==> src/rtl/ofdmbbp_pkg.sv <==
// ============================================================================
// Module      : ofdmbbp_pkg
// Description : Shared state encoding and source-select codes for the DAC mux.
// Revision    : 1.0 - initial release
// ============================================================================
`default_nettype none

package ofdmbbp_pkg;

  typedef enum logic [1:0] {
    ST_IDLE    = 2'd0,
    ST_PREFILL = 2'd1,
    ST_RUN     = 2'd2
  } state_t;

  localparam logic [1:0] SRC_DMA  = 2'd0;
  localparam logic [1:0] SRC_BB   = 2'd1;
  localparam logic [1:0] SRC_PAT  = 2'd2;
  localparam logic [1:0] SRC_ZERO = 2'd3;

endpackage

`default_nettype wire

==> src/rtl/ofdmbbp_sfifo.sv <==
// ============================================================================
// Module      : ofdmbbp_sfifo
// Description : Show-ahead synchronous FIFO with level output and flush.
// Revision    : 1.0 - initial release
// ============================================================================
`default_nettype none

module ofdmbbp_sfifo #(
  parameter int WIDTH = 24,
  parameter int DEPTH = 16
) (
  input  logic                       clk,
  input  logic                       rst,
  input  logic                       flush,
  input  logic                       push,
  input  logic                       pop,
  input  logic [WIDTH-1:0]           wdata,
  output logic [WIDTH-1:0]           rdata,
  output logic                       full,
  output logic [$clog2(DEPTH):0]     level
);

  localparam int AW = $clog2(DEPTH);

  logic [WIDTH-1:0] mem [DEPTH];
  logic [AW-1:0]    wr_ptr;
  logic [AW-1:0]    rd_ptr;
  logic [AW:0]      level_r;
  logic             do_push;
  logic             do_pop;

  assign full    = (level_r == (AW+1)'(DEPTH));
  assign do_push = push && !full;
  assign do_pop  = pop && (level_r != '0);
  assign rdata   = mem[rd_ptr];
  assign level   = level_r;

  // Power-of-two depth lets the pointers wrap by natural overflow.
  always_ff @(posedge clk or posedge rst) begin
    if (rst) begin
      wr_ptr  <= '0;
      rd_ptr  <= '0;
      level_r <= '0;
    end else if (flush) begin
      wr_ptr  <= '0;
      rd_ptr  <= '0;
      level_r <= '0;
    end else begin
      if (do_push) wr_ptr <= wr_ptr + AW'(1);
      if (do_pop)  rd_ptr <= rd_ptr + AW'(1);
      case ({do_push, do_pop})
        2'b10:   level_r <= level_r + (AW+1)'(1);
        2'b01:   level_r <= level_r - (AW+1)'(1);
        default: level_r <= level_r;
      endcase
    end
  end

  always_ff @(posedge clk) begin
    if (do_push && !flush) mem[wr_ptr] <= wdata;
  end

endmodule

`default_nettype wire

==> src/rtl/ofdmbbp_dac_mux.sv <==
// ============================================================================
// Module      : ofdmbbp_dac_mux
// Description : DAC source mux with prefilled baseband sample FIFO and FSM.
//               Define OFDMBBP_DAC_MUX_PATTERN_EN to include the ramp pattern.
// Revision    : 1.0 - initial release
// ============================================================================
`default_nettype none

module ofdmbbp_dac_mux
  import ofdmbbp_pkg::*;
#(
  parameter int NUM_CH   = 1,
  parameter int BB_WIDTH = 12,
  parameter int DEPTH    = 16,
  parameter int PREFILL  = 8
) (
  input  logic                         clk,
  input  logic                         rst,
  input  logic                         ctl_enable,
  input  logic [1:0]                   ctl_src,
  input  logic                         s_valid,
  output logic                         s_ready,
  input  logic [NUM_CH*BB_WIDTH-1:0]   s_data_i,
  input  logic [NUM_CH*BB_WIDTH-1:0]   s_data_q,
  input  logic                         dac_valid,
  input  logic [NUM_CH*16-1:0]         dma_data_i,
  input  logic [NUM_CH*16-1:0]         dma_data_q,
  input  logic                         dma_dunf,
  output logic [NUM_CH*16-1:0]         dac_data_i,
  output logic [NUM_CH*16-1:0]         dac_data_q,
  output logic                         dac_dunf,
  output logic [$clog2(DEPTH):0]       fifo_level,
  output logic [15:0]                  unf_count,
  output logic [1:0]                   state
);

  localparam int LW  = $clog2(DEPTH) + 1;
  localparam int BBW = NUM_CH * BB_WIDTH;
  localparam int DW  = NUM_CH * 16;

  logic           en_meta;
  logic           en_s;
  state_t         state_r;
  state_t         state_nx;
  logic           flush;
  logic           fifo_full;
  logic           push;
  logic           pop;
  logic           run_strobe;
  logic           underflow;
  logic [2*BBW-1:0] fifo_rdata;
  logic [DW-1:0]  bb_i16;
  logic [DW-1:0]  bb_q16;
  logic [DW-1:0]  nxt_i;
  logic [DW-1:0]  nxt_q;

  always_ff @(posedge clk or posedge rst) begin
    if (rst) begin
      en_meta <= 1'b0;
      en_s    <= 1'b0;
    end else begin
      en_meta <= ctl_enable;
      en_s    <= en_meta;
    end
  end

  always_ff @(posedge clk or posedge rst) begin
    if (rst) state_r <= ST_IDLE;
    else     state_r <= state_nx;
  end

  always_comb begin
    state_nx = state_r;
    case (state_r)
      ST_IDLE:    if (en_s) state_nx = ST_PREFILL;
      ST_PREFILL: if (fifo_level >= LW'(PREFILL)) state_nx = ST_RUN;
      ST_RUN:     state_nx = ST_RUN;
      default:    state_nx = ST_IDLE;
    endcase
    if (!en_s) state_nx = ST_IDLE;
  end

  // Flushing on the transition edge leaves the FIFO empty as IDLE is entered.
  assign flush      = (state_nx == ST_IDLE);
  assign s_ready    = (state_r != ST_IDLE) && en_s && !fifo_full;
  assign push       = s_valid && s_ready;
  assign run_strobe = (state_r == ST_RUN) && dac_valid;
  assign pop        = run_strobe && (fifo_level != '0);
  assign underflow  = run_strobe && (fifo_level == '0);
  assign state      = state_r;

  ofdmbbp_sfifo #(
    .WIDTH (2*BBW),
    .DEPTH (DEPTH)
  ) u_fifo (
    .clk   (clk),
    .rst   (rst),
    .flush (flush),
    .push  (push),
    .pop   (pop),
    .wdata ({s_data_q, s_data_i}),
    .rdata (fifo_rdata),
    .full  (fifo_full),
    .level (fifo_level)
  );

  for (genvar c = 0; c < NUM_CH; c++) begin : g_ch
    assign bb_i16[c*16 +: 16] = 16'(fifo_rdata[c*BB_WIDTH +: BB_WIDTH]) << (16 - BB_WIDTH);
    assign bb_q16[c*16 +: 16] = 16'(fifo_rdata[BBW + c*BB_WIDTH +: BB_WIDTH]) << (16 - BB_WIDTH);
  end

`ifdef OFDMBBP_DAC_MUX_PATTERN_EN
  logic [15:0] pat_r;

  always_ff @(posedge clk or posedge rst) begin
    if (rst)                                 pat_r <= '0;
    else if (dac_valid && ctl_src == SRC_PAT) pat_r <= pat_r + 16'd1;
  end
`endif

  always_comb begin
    nxt_i = '0;
    nxt_q = '0;
    case (ctl_src)
      SRC_DMA: begin
        nxt_i = dma_data_i;
        nxt_q = dma_data_q;
      end
      SRC_BB: begin
        if (pop) begin
          nxt_i = bb_i16;
          nxt_q = bb_q16;
        end
      end
`ifdef OFDMBBP_DAC_MUX_PATTERN_EN
      SRC_PAT: begin
        nxt_i = {NUM_CH{pat_r}};
        nxt_q = {NUM_CH{~pat_r}};
      end
`endif
      default: begin
        nxt_i = '0;
        nxt_q = '0;
      end
    endcase
  end

  always_ff @(posedge clk or posedge rst) begin
    if (rst) begin
      dac_data_i <= '0;
      dac_data_q <= '0;
      dac_dunf   <= 1'b0;
    end else begin
      dac_dunf <= (ctl_src == SRC_DMA) ? dma_dunf : underflow;
      if (dac_valid) begin
        dac_data_i <= nxt_i;
        dac_data_q <= nxt_q;
      end
    end
  end

  always_ff @(posedge clk or posedge rst) begin
    if (rst)
      unf_count <= '0;
    else if (state_r == ST_IDLE && state_nx == ST_PREFILL)
      unf_count <= '0;
    else if (underflow && unf_count != 16'hFFFF)
      unf_count <= unf_count + 16'd1;
  end

endmodule

`default_nettype wire

==> config.mk <==
export PLATFORM = sky130hd
export DESIGN_NAME = ofdmbbp_dac_mux
export DESIGN_NICKNAME = d
export VERILOG_FILES = /design/src/rtl/ofdmbbp_pkg.sv /design/src/rtl/ofdmbbp_sfifo.sv /design/src/rtl/ofdmbbp_dac_mux.sv
export SDC_FILE = /design/constraint.sdc
export NUM_CORES = 1
export LEC_CHECK = 0
export CAP_MARGIN = 20
export CORE_MARGIN = 5
export CORE_UTILIZATION = 45
export CTS_BUF_LIST = sky130_fd_sc_hd__clkbuf_4 sky130_fd_sc_hd__clkbuf_8
export CTS_CLUSTER_DIAMETER = 60
export DETAILED_ROUTE_END_ITERATION = 6
export GPL_ROUTABILITY_DRIVEN = 0
export GPL_TIMING_DRIVEN = 0
export PLACE_DENSITY = 0.66
export SLEW_MARGIN = 25
export SYNTH_ARGS = -nofsm -noshare
export SYNTH_HDL_FRONTEND = slang
export SYNTH_SLANG_ARGS = --single-unit
==> constraint.sdc <==
create_clock -name clk -period 3.6 [get_ports clk]
set_input_delay 0.54 -clock clk [delete_from_list [all_inputs] [get_ports clk]]
set_output_delay 0.54 -clock clk [all_outputs]
set_load 0.02 [all_outputs]
After elaboration in Yosys (flattened, before gate mapping)
Memories as Yosys holds them, arrays and structs flattened.
Index checks and enable logic that the tools add are counted.
- flip-flop bits (word level): 66
- memory bits (writable): 384
- output and inout bits: 57
- logic and storage cells: 66
- memories: 1
- add/sub/neg operators: 5
- magnitude comparators: 1
- equal/unequal tests: 8
- multiplexer cells: 18
- reduce and logical (&&, ||, !) cells: 23
- memories (name ; depth ; bits a word ; rd ports ; clocked after Yosys merged registers in ; wr ports ; RTL line ; RTL):
    u_fifo.mem ; 16 ; 24 ; 1 ; 0 ; 1 ; ofdmbbp_sfifo.sv:25 ; logic [WIDTH-1:0] mem [DEPTH];
- operators with widths (operator ; count):
    $mux W16 ; 4
    $pmux W16 S2 ; 2
    $add A16 B1 Y16 const B ; 1
    $mux W4 ; 4
    $ne A16 B16 Y1 const B ; 1
    $logic_and A1 B1 Y1 ; 11
    $pmux W5 S2 ; 1
    $add A4 B1 Y4 const B ; 2
    $eq A2 B1 Y1 const B ; 4
    $reduce_bool A2 Y1 ; 4
    $logic_not A2 Y1 ; 3
    $pmux W2 S3 ; 1
    $add A5 B1 Y5 const B ; 1
    $eq A5 B5 Y1 const B ; 1
    $ge A5 B4 Y1 const B ; 1
    $logic_not A5 Y1 ; 1
    $mux W5 ; 1
    $reduce_bool A5 Y1 ; 1
    $sub A5 B1 Y5 const B ; 1
    $eq A2 B2 Y1 const B ; 2
    $mux W2 ; 2
    $mux W1 ; 3
    $reduce_bool A3 Y1 ; 1
    $logic_not A1 Y1 ; 2

Longest topological paths before layout
- word-level depth: 9
- gate-level depth with buffers: 11
- mapped depth without buffers: 10

By module
From an unflattened synthesis, not the netlist that was laid out.
- cells, all modules: 917
- area total of the unflattened synthesis: 17920.9 um2
- by module, submodules not included (module ; times used ; cells an instance ; area an instance (um2) ; seq. area each (um2)):
    ofdmbbp_sfifo ; 1 ; 646 ; 15329.7 ; 11856.4
    ofdmbbp_dac_mux ; 1 ; 271 ; 2591.2 ; 1326.3

Least setup slack after synthesis
OpenSTA, ideal clock, no wires.
- kind: reg2reg
- from: reg state_r[1], in the netlist state[1]
- to: mem u_fifo.mem[5][0], enable pin
- setup time: 435 ps
- arrival time: 3256 ps
- data required time: 3165 ps
- setup slack: -91 ps
- stages on the path, launching flop included: 6
- period minus slack after synthesis: 3691 ps
- cell sequence: dfrtp_1 -> o21ai_0 -> a211oi_1 -> clkbuf_1 -> nand3_1 -> nor3_1
- longest elaborated chain between the ends: 8
- elaborated cells between the ends (all ways): 16
- ends and longest elaborated chain (item ; RTL line ; RTL):
    start: declaration ; ofdmbbp_dac_mux.sv:43 ; state_t state_r;
    start signal: assignment ; ofdmbbp_dac_mux.sv:69 ; else state_r <= state_nx;
    $eq A2 B2 Y1, or another cell as far along ; ofdmbbp_dac_mux.sv:74 ; case (state_r)
    $pmux W2 S3 or $logic_and A1 B1 Y1 (tied branches) ; ofdmbbp_dac_mux.sv:74, ofdmbbp_dac_mux.sv:85 ;
    $mux W2 or $logic_and A1 B1 Y1 (tied branches) ; ofdmbbp_dac_mux.sv:80, ofdmbbp_dac_mux.sv:85 ;
    $logic_not A2 Y1 or $logic_and A1 B1 Y1 (tied branches) ; ofdmbbp_dac_mux.sv:84, ofdmbbp_dac_mux.sv:86 ;
    $logic_not A1 Y1 or $logic_and A1 B1 Y1 (tied branches) ; ofdmbbp_sfifo.sv:60, ofdmbbp_sfifo.sv:33 ;
    $logic_and A1 B1 Y1 (*) ; ofdmbbp_sfifo.sv:60 ; if (do_push && !flush) mem[wr_ptr] <= wdata;
    $mux W1 (*) ; ofdmbbp_sfifo.sv:60 ;
    $mux W1 (implied by the code) (*) ; ofdmbbp_sfifo.sv:60 ;
    end: declaration ; ofdmbbp_sfifo.sv:25 ;
Mark *: on every way between the ends. The rest lies on a longest branch, timed or not.

Worst setup path after layout
- from: reg u_fifo.level_r[1], in the netlist u_fifo.level[1]
- to: reg u_fifo.level_r[4], in the netlist u_fifo.level[4]
- longest elaborated chain between the ends: 8
- elaborated cells between the ends (all ways): 20
- ends and longest elaborated chain (item ; RTL line ; RTL):
    start: declaration ; ofdmbbp_sfifo.sv:28 ; logic [AW:0] level_r;
    start signal: assignment ; ofdmbbp_sfifo.sv:52 ; 2'b10: level_r <= level_r + (AW+1)'(1);
    start signal: assignment ; ofdmbbp_sfifo.sv:53 ; 2'b01: level_r <= level_r - (AW+1)'(1);
    start signal: assignment ; ofdmbbp_sfifo.sv:54 ; default: level_r <= level_r;
    branches (longest 8 deep; another with $ge A5 B4 Y1) ; - ;
Parallel ways; which one is timed is not known.
A chain may end at the register's enable or synchronous reset.

==> results.toml <==
[floorplanning]
initial_core_util = 0.458
rows = 72
die_area_um2 = 43600
die_x_um = 209
core_um2 = 38800
die_h_um = 209
ios = 121

[power_and_ir_drop]
powerDensity_nw_per_um2 = 487
leakagePower_nw = 7.15
pwr-share-clk = 0.428
switching_share = 0.209
intPower_w = 0.00834
vdd_ir_drop_max_v = 0.000330
p_sw_w = 0.00221
seqPwrFrac = 0.542
combPwrFrac = 0.030

[placement]
io_buffers = 119
place_area_um2 = 20100
place_hpwl_um = 28400

[yosys]
ys_ff_latch = 450
syn_nets = 1002
synth-edff-count = 384
synth_ff_type = "edfxtp_1"
synthCells = 928
ys_types = 47
yosysSeqAreaShare = 0.742
avgSynthCellArea_um2 = 19.1
synth_area_um2 = 17800
async_flop_share = 0.147
synth_warnings = 0

[worst_setup_path]
critPathKind = "reg -> reg"
rr_startpoint = "u_fifo.level[1]"
cp-end-kind = "flop"
startpoint = "u_fifo.level[1]"
startpoint_type = "flop"
crit_fanout = 9
required_ns = 4.04
crit_arrival_ns = 3.71

[sta]
finClkSkew_ns = 0.0270
max-slew-margin-rel = 0.316
setup_tns_ns = 0
max_freq_ghz = 0.306
fin_crit_ns = 3.27
whs_ns = 0.311
rsz0062_at_grt = "no"
finalHoldViolations = 0
fin_crit_sh = 0.908
slew_violations = 0
worst_slew_pin_slew_ns = 1.03
finalSetupViolCount = 0

[clock_network]
cts_tree = "yes"
clk_path_buf_depth = 3
postCtsSetupRepairBufs = 0
numCtsBuffers = 73
cts_root_buffer = "clkbuf_8"
htree_levels = 3
cts.clk_slew.worst_paths_ns = 0.06
cts_sinks = 450
clock_latency_ns = 0.60
postCtsHoldBufs = 0
cts_resized = 0

[run]
cap_violations = 0

[final_layout]
final_cell_area_um2 = 21700
drive_above_1_share = 0.267
syn_to_final_growth_pct = 22.0
layout.nets = 1234

[global_routing]
grt_pass1_vias = 10287
globalRoute.totalOverflow = 0
track_usage = 0.197
grt_pass1_wl_um = 64800
grt_max_degree = 43
antenna_found_initial = 2

[detailed_routing]
drt_iter0_markers = 1049
wl_per_cell_um = 24.7
drc = 0
wl_um = 43000
ant_nets = 0
first_pass_iters = 5
num_vias = 9816
drt-vias-per-instance = 5.65

[status]
outcome = "finished clean"

[worst_hold_path]
min_path_type = "in -> async"
## registers in the layout, indices dropped and copies added (netlist names)
name           flops
u_fifo.rd_ptr      4
u_fifo.level       5
dac_dunf           1
en_meta            1
u_fifo.mem       384
u_fifo.wr_ptr      4
en_s               1
dac_data_i        16
dac_data_q        16
unf_count         16
state              2
## cells in the final DEF (no fill, tap or decap), drive strengths merged, types with 8 or more instances in the layout
| master | synthesis | routed |
|---|---|---|
| ha | 9 | 9 |
| o21ai | 25 | 25 |
| buf | 24 | 61 |
| xnor2 | 19 | 19 |
| mux2i | 40 | 40 |
| clkdlybuf4s50 | 0 | 119 |
| inv | 16 | 19 |
| a222oi | 18 | 18 |
| dfrtp | 66 | 66 |
| clkbuf | 23 | 141 |
| clkinv | 0 | 12 |
| nand2 | 23 | 23 |
| and2 | 10 | 10 |
| mux2 | 29 | 29 |
| mux4 | 84 | 84 |
| nor3 | 19 | 19 |
| nand3 | 29 | 29 |
| edfxtp | 384 | 384 |
| nor2 | 35 | 35 |
| a22o | 8 | 8 |
## cell usage after synthesis (all sizes together), types with 3 or more instances
master,n,area share
o21ai,25,0.0073
a22o,8,0.0039
a21oi,6,0.0017
nand4,7,0.0025
nor2b,4,0.0014
a221oi,5,0.0025
mux2i,40,0.023
nor3,19,0.0062
o22ai,5,0.0018
buf,24,0.0061
ha,9,0.0063
nand3,29,0.0082
or4,3,0.0013
nor2,35,0.0074
mux4,84,0.11
edfxtp,384,0.65
and2,10,0.0035
a22oi,6,0.0025
inv,16,0.0034
nor4,7,0.0047
a211oi,4,0.0017
dfrtp,66,0.093
mux2,29,0.018
clkbuf,23,0.0049
nand2,23,0.0049
a222oi,18,0.010
xnor2,19,0.0094
xor2,3,0.0015
## through the flow
| stage | power, W | worst slack, ns | utilization | instances |
|---|---|---|---|---|
| final | 0.0106 | 0.331 | 0.558 | 1738 |
| after CTS | 0.0106 | 0.210 | 0.558 | 1737 |
| after floorplan | 0.00592 | -0.0913 | - | 928 |
| after global routing | 0.0109 | 0.0735 | 0.558 | 1738 |
| after global placement | 0.00613 | -3.02 | 0.505 | 1565 |
| after detailed placement | 0.00614 | -0.171 | 0.519 | 1603 |
## area by class of cell
| type | count | area, µm² |
|---|---|---|
| Timing Repair Buffer | 157 | 1630 |
| Fill cell | 2974 | 17200 |
| Antenna cell | 1 | 2.50 |
| Sequential cell | 450 | 13200 |
| Clock buffer | 117 | 1420 |
| Multi-Input combinational cell | 415 | 4430 |
| Buffer | 47 | 196 |
| Clock inverter | 17 | 104 |
| Tap cell | 518 | 648 |
| Inverter | 16 | 62.6 |
## path summary, 6_finish.rpt
| path | endpoint | slack [ns] | depth (start not counted) |
|---|---|---|---|
| max in group asynchronous | dac_data_i[2] | 2.72 | 3 |
| hold reg to reg | en_s | 0.36 | 0 |
| setup reg to reg | u_fifo.level[4] | 0.33 | 10 |
| setup / recovery | u_fifo.level[4] | 0.33 | 10 |
| hold / removal | dac_data_i[8] | 0.31 | 2 |
| min in group clk | en_s | 0.36 | 0 |
## routing by layer
metal | track usage | vias up | share of wire
met1 | 0.275 | 5063 | 0.42
met4 | 0.0608 | 2 | 0.023
met3 | 0.0550 | 65 | 0.084
li1 | - | 4246 | -
met2 | 0.305 | 440 | 0.47
met5 | 0 | - | 0.00016
## critical path, cell delays in order (launching register included)
cell	delay, ns
dfrtp_1	0.49
or4_1	0.58
o21ai_2	0.43
or2_1	0.22
inv_1	0.08
ha_1	0.32
nor2b_1	0.15
o21a_1	0.17
or4_1	0.43
a21oi_1	0.19
nor3b_1	0.07
## power groups by stage
| stage | sequential (W) | clock (W) | combinational, W |
|---|---|---|---|
| 2_1_floorplan | 0.00584 | 0 | 0.0000801 |
| 3_3_place_gp | 0.00582 | 0 | 0.000306 |
| 3_5_place_dp | 0.00582 | 0 | 0.000322 |
| 4_1_cts | 0.00572 | 0.00461 | 0.000324 |
| 5_1_grt | 0.00572 | 0.00487 | 0.000349 |
| 6_report | 0.00572 | 0.00451 | 0.000322 |
## cell families after synthesis
kind of cell,count (synthesis),share of synthesized area
flip-flops,450,0.742
multiplexers,153,0.147
AND/OR/NAND/NOR,149,0.0450
AO/OA/AOI/OAI,81,0.0332
buffers and inverters,63,0.0144
XOR/XNOR,22,0.0108
adder cells (fa/ha/maj),10,0.00746
Power figures use the tool's default switching activity.
